[config.mk]
export PLATFORM = sky130hd
export DESIGN_NAME = hi_trace_trigger
export DESIGN_NICKNAME = d
export VERILOG_FILES = /design/src/rtl/hi_trace_trigger_pkg.sv /design/src/rtl/hi_trace_trigger_amp.sv /design/src/rtl/hi_trace_trigger.sv
export SDC_FILE = /design/constraint.sdc
export NUM_CORES = 1
export LEC_CHECK = 0
export ABC_CLOCK_PERIOD_IN_PS = 3470
export BUFFER_PORTS_ARGS = -buffer_cell sky130_fd_sc_hd__buf_2
export CAP_MARGIN = 20
export CORE_AREA = 2 2 93 95
export CTS_CLUSTER_SIZE = 14
export DETAILED_ROUTE_END_ITERATION = 8
export DIE_AREA = 0 0 95 97
export PLACE_DENSITY_LB_ADDON = 0.08
export SETUP_SLACK_MARGIN = 0.1
export SLEW_MARGIN = 20
export SYNTH_ARGS = -nofsm -noshare
export SYNTH_HDL_FRONTEND = slang
export SYNTH_HIERARCHICAL = 1
export SYNTH_SLANG_ARGS = --single-unit
[constraint.sdc]
create_clock -name ck_1356megb -period 3.47 [get_ports ck_1356megb]
set_clock_uncertainty 0.05 [all_clocks]
set_input_delay 1.041 -clock ck_1356megb [delete_from_list [all_inputs] [get_ports ck_1356megb]]
set_output_delay 1.041 -clock ck_1356megb [all_outputs]
set_load 0.005 [all_outputs]
[src/rtl/hi_trace_trigger_pkg.sv]
// Shared definitions for the HF trace trigger: FSM encoding, default sizing
// and small byte helpers used by the amplitude detector.
package hi_trace_trigger_pkg;

  localparam int DEF_WIN_LEN       = 16;
  localparam int DEF_QUIET_WINDOWS = 4;
  localparam int DEF_MAX_SAMPLES   = 3072;
  localparam int DIV_W             = 3;
  localparam int QUIET_W           = 4;

  typedef enum logic [1:0] {
    ST_IDLE    = 2'd0,
    ST_ARMED   = 2'd1,
    ST_CAPTURE = 2'd2,
    ST_DONE    = 2'd3
  } state_t;

  function automatic logic [7:0] min8(input logic [7:0] a, input logic [7:0] b);
    return (a < b) ? a : b;
  endfunction

  function automatic logic [7:0] max8(input logic [7:0] a, input logic [7:0] b);
    return (a > b) ? a : b;
  endfunction

endpackage

[src/rtl/hi_trace_trigger_amp.sv]
// Min/max peak-to-peak detector over WIN_LEN sample strobes; the last sample
// of a window seeds the next window's min/max.
module hi_trace_amp
  import hi_trace_trigger_pkg::*;
#(
  parameter int WIN_LEN = DEF_WIN_LEN
) (
  input  logic       ck_1356megb,
  input  logic       rst_n,
  input  logic       clear,
  input  logic       strobe,
  input  logic [7:0] adc_d,
  output logic [7:0] amp,
  output logic       win_valid
);

  localparam int CNT_W = $clog2(WIN_LEN);

  logic [CNT_W-1:0] win_cnt;
  logic [7:0]       min_q;
  logic [7:0]       max_q;
  logic [7:0]       lo;
  logic [7:0]       hi;

  assign lo = min8(min_q, adc_d);
  assign hi = max8(max_q, adc_d);

  always_ff @(negedge ck_1356megb or negedge rst_n) begin
    if (!rst_n) begin
      win_cnt   <= '0;
      min_q     <= 8'hFF;
      max_q     <= 8'h00;
      amp       <= 8'h00;
      win_valid <= 1'b0;
    end else begin
      win_valid <= 1'b0;
      if (clear) begin
        win_cnt <= '0;
        min_q   <= 8'hFF;
        max_q   <= 8'h00;
      end else if (strobe) begin
        if (win_cnt == CNT_W'(WIN_LEN - 1)) begin
          // hi >= lo always holds once a sample has been folded in
          amp       <= hi - lo;
          win_valid <= 1'b1;
          min_q     <= adc_d;
          max_q     <= adc_d;
          win_cnt   <= '0;
        end else begin
          min_q   <= lo;
          max_q   <= hi;
          win_cnt <= win_cnt + 1'b1;
        end
      end
    end
  end

endmodule

[src/rtl/hi_trace_trigger.sv]
// Activity-triggered trace capture controller: arms on request, starts capture
// on the first active window, stops after a quiet run or the RAM length limit.
module hi_trace_trigger
  import hi_trace_trigger_pkg::*;
#(
  parameter int WIN_LEN       = DEF_WIN_LEN,
  parameter int QUIET_WINDOWS = DEF_QUIET_WINDOWS,
  parameter int MAX_SAMPLES   = DEF_MAX_SAMPLES
) (
  input  logic       ck_1356megb,
  input  logic       rst_n,
  input  logic [7:0] adc_d,
  input  logic       arm,
  input  logic [7:0] threshold,
  output logic       trace_enable,
  output logic       sample_strobe,
  output logic       triggered,
  output logic       done,
  output state_t     fsm_state
);

  localparam int SCNT_W = $clog2(MAX_SAMPLES + 1);

  logic [DIV_W-1:0]   div_q;
  state_t             state_q;
  state_t             state_d;
  logic [QUIET_W-1:0] quiet_q;
  logic [QUIET_W-1:0] quiet_d;
  logic [SCNT_W-1:0]  samp_q;
  logic [SCNT_W-1:0]  samp_d;
  logic               clear_win;
  logic               hit_limit;
  logic               hit_quiet;
  logic [7:0]         amp;
  logic               win_valid;
  logic               active;

  assign sample_strobe = (div_q == DIV_W'(7));
  assign active        = win_valid && (amp >= threshold);

  always_ff @(negedge ck_1356megb or negedge rst_n) begin
    if (!rst_n) div_q <= '0;
    else        div_q <= div_q + 1'b1;
  end

  hi_trace_amp #(
    .WIN_LEN(WIN_LEN)
  ) u_amp (
    .ck_1356megb(ck_1356megb),
    .rst_n      (rst_n),
    .clear      (clear_win),
    .strobe     (sample_strobe),
    .adc_d      (adc_d),
    .amp        (amp),
    .win_valid  (win_valid)
  );

  always_ff @(negedge ck_1356megb or negedge rst_n) begin
    if (!rst_n) begin
      state_q <= ST_IDLE;
      quiet_q <= '0;
      samp_q  <= '0;
    end else begin
      state_q <= state_d;
      quiet_q <= quiet_d;
      samp_q  <= samp_d;
    end
  end

  always_comb begin
    state_d   = state_q;
    quiet_d   = quiet_q;
    samp_d    = samp_q;
    clear_win = 1'b0;
    hit_limit = 1'b0;
    hit_quiet = 1'b0;
    if (!arm) begin
      state_d = ST_IDLE;
      quiet_d = '0;
      samp_d  = '0;
    end else begin
      case (state_q)
        ST_IDLE: begin
          state_d   = ST_ARMED;
          clear_win = 1'b1;
        end
        ST_ARMED: begin
          if (active) begin
            state_d = ST_CAPTURE;
            quiet_d = QUIET_W'(QUIET_WINDOWS);
            samp_d  = '0;
          end
        end
        ST_CAPTURE: begin
          if (sample_strobe) begin
            samp_d    = samp_q + 1'b1;
            hit_limit = (samp_d == SCNT_W'(MAX_SAMPLES));
          end
          // Decrementing out of 1 is the quiet end; DONE is taken, not a 0 count
          if (win_valid) begin
            if (active) begin
              quiet_d = QUIET_W'(QUIET_WINDOWS);
            end else if (quiet_q <= QUIET_W'(1)) begin
              quiet_d   = '0;
              hit_quiet = 1'b1;
            end else begin
              quiet_d = quiet_q - 1'b1;
            end
          end
          if (hit_limit || hit_quiet) state_d = ST_DONE;
        end
        ST_DONE: begin
          state_d = ST_DONE;
        end
        default: state_d = ST_IDLE;
      endcase
    end
  end

  assign trace_enable = (state_q == ST_CAPTURE);
  assign triggered    = (state_q == ST_CAPTURE) || (state_q == ST_DONE);
  assign done         = (state_q == ST_DONE);
  assign fsm_state    = state_q;

endmodule

==> metrics.txt <==
DRC viols=0; gr usage total=approximately 20%; total power=1750 uW; final setup vio count=48; post-synthesis sequential element count=50; switching power=approximately 560 uW; startpoint types=input port; global-route wire length before repair=14900 um; routed len/inst=15.2 um; Setup crit end kind=flop; Worst slew margin=a little over two thirds; Post-synth top flop=dfrtn_1; DRT Pass-1 Iters=4; PwrDens=around 330 nW/um^2; failing checks=negative setup slack; TritonCTS clock tree=built; worst slew pin tran=about 0.45 ns; DR iter-0 viols=111; area delta synth->final=47.5%; most frequent cells in the layout=56 x buf_4, 42 x dfrtn_1, 28 x nor2_1, 25 x nand2_1, 24 x inv_1; Crit Path Category=in -> reg; number of routed nets with antenna violations=0; I/O Pins=25; fin area=5350 um^2; WP data required=1.85 ns; Syn Inst Count=390; Final Net Count=545; combinational cell fraction of total power=38.4%; multi-input logic area=2770 um^2; fin worst setup slack=-1.72 ns; Die H=97 um; Die X=between 90 and 100 um; antenna violations before repair=0; Clk network pwr share=24.8%; Initial Utilization=approximately 45%; FILL cells=657; vias in the first global route=3208; register area share after synthesis=around a third; grt ovf=0; post-place instance area=4440 um^2; Worst-Skew Late Latency=0.37 ns; Root Buffer=clkbuf_8; H-tree level count=2; Via density=5.39; post-synthesis async set-or-reset flop share=100%; Hold Path Class=reg -> reg; Pleak=around 0.0024 uW; CP arrival=3.57 ns; Core Util, Final=65.7%; antenna fix cells=0; Mapped Avg Cell Area=9.30 um^2; Post-Syn Area=3630 um^2; Post-CTS Hold Fix Bufs=0; Pint=1180 uW; Final Hold Slack=0.388 ns; I/O Buffers=24; row count=33; outcome=finished, violations left; Die ar.=between 9000 and 10000 um^2; clock buffer count from CTS=5; Post-Syn Nets=447; Reg area=~1300 um^2; Hold Violations, Final=0; placed cells=555; share of post-route cells with drive strength above 1=47.4%; total number of vias=~3.2k; largest net degree at the start of global routing=31; share of the synthesized area in the top cell type=29.0%; Sw Ratio=between 30% and 40%; synth warn=6; Synth area leaders=dfrtn_1 29%, ha_1 13%, dfstp_2 5.8%; Layout Cells excl Fill=594; clk buf depth=2; Worst-path clk slew=0.07 ns; VDD IR-drop max=229 uV; Post-synth EDFFs=0; CTS sink cnt=50; hpwl dp=just over 6000 um; Max-Cap Viols=0; crit path max fanout=7; RSZ-0062 raised after global routing=true; Routed WL=9050 um; Yosys top cell by area=dfrtn_1; power share of the sequential group=36.8%; Synth cell types=63; Slew Viols, Final=0; core box area=8130 um^2; commonest non-fill, non-tap cell in the layout=buf_4; GPL Wtd Cong=0.858
[layout make-up]
cell class              instances  area share (%)
inverters                      25            2.55
multi-input cells             299            51.8
repair buffers                 99            16.9
well taps                     105            2.46
flip-flops and latches         50            23.6
clock buffers                   6            1.75
clock inverters                10           0.866
[synth_stat cells, drive strengths merged, types with 2 or more instances]
library cell / instances
nand2b: 7
nand3: 8
dfstp: 8
o31ai: 4
nand4: 6
nand3b: 2
mux2: 7
nor2b: 13
o21ai: 41
o211a: 2
buf: 8
and4: 3
a31oi: 6
mux2i: 6
and2: 6
xnor2: 5
nand4bb: 2
nor3b: 2
a21oi: 24
a22o: 6
a211oi: 3
ha: 37
nor2: 33
clkbuf: 7
nand2: 32
xor2: 6
nor3: 9
o22ai: 3
inv: 26
and3: 5
dfrtn: 42
a211o: 8
[cells by family (layout without fill, tap and decap cells)]
kind of cell,count (synthesis),in the layout,share of synthesized area (%)
xor gates and xnor gates,11,11,2.66
buffers and inverters,41,140,5.07
DFF,50,50,34.8
and+or+nand+nor,132,132,20.9
adders and majority gates,38,38,13.3
muxes,13,13,3.83
AOI/OAI and AO/OA,105,105,19.4
[flip-flops by register name, summed over array words and instances (netlist names)]
register / flops
div_q: 3
fsm_state: 2
quiet_q: 4
samp_q: 12
u_amp/amp: 8
u_amp/max_q: 8
u_amp/min_q: 8
u_amp/win_cnt: 4
u_amp/win_valid: 1
[critical path, cell delays in order]
cell	delay [ns]
buf_12	0.11
inv_12	0.05
ha_4	0.19
a211oi_2	0.26
o21ai_2	0.11
a21oi_4	0.26
mux2_4	0.35
ha_4	0.17
buf_4	0.13
nor2b_4	0.10
o21ai_2	0.06
a21oi_2	0.16
o41ai_2	0.09
buf_4	0.14
and2_4	0.14
mux2i_1	0.12
nand2_1	0.07
[per-layer routing]
| layer | up-vias | part of all wire [%] | GRT usage, % | wire [um] |
|---|---|---|---|---|
| met5 | - | 0 | 0 | 0 |
| met4 | 0 | 1.3 | 4.91 | 117 |
| met3 | 12 | 2.1 | 2.57 | 192 |
| met2 | 50 | 49 | 33.3 | 4440 |
| met1 | 1546 | 48 | 27.7 | 4300 |
| li1 | 1591 | - | - | - |
[power groups by stage]
| stage | combinational (uW) | clock, uW | sequential, uW |
|---|---|---|---|
| floorplan | 329 | 16.0 | 639 |
| CTS | 620 | 447 | 641 |
| detailed placement | 503 | 16.0 | 646 |
| global placement | 495 | 16.0 | 645 |
| global route | 738 | 464 | 646 |
| finish | 670 | 433 | 643 |
[through the flow]
step / worst slack (ns) / setup TNS (ns)
after floorplan: -2.04 / -38.07
after global placement: -2.24 / -55.28
after detailed placement: -2.30 / -56.33
after CTS: -1.70 / -38.44
after global routing: -1.82 / -43.86
final: -1.72 / -40.51
[repair_timing]
| action | in CTS | in global routing |
|---|---|---|
| cloned | 1 | 1 |
| setup endpoints to repair | 52 | 52 |
| setup buffers | 13 | 15 |
| gates resized for setup | 78 | 38 |
| pin swaps | 36 | 40 |
[worst paths after layout]
path | slack, ns | from | cells past startpoint | to
worst max-delay path | -1.72 | adc_d[2] | 17 | u_amp/amp[7]
worst min-delay path | 0.39 | u_amp/amp[3] | 2 | u_amp/amp[3]
worst max register to register | 0.27 | u_amp/min_q[2] | 15 | u_amp/amp[7]
worst min register to register | 0.39 | u_amp/amp[3] | 2 | u_amp/amp[3]
max in group asynchronous | 0.78 | rst_n | 2 | u_amp/min_q[7]
min in group asynchronous | 2.26 | rst_n | 2 | u_amp/max_q[3]
No activity file was read; power rests on OpenSTA's default activity.
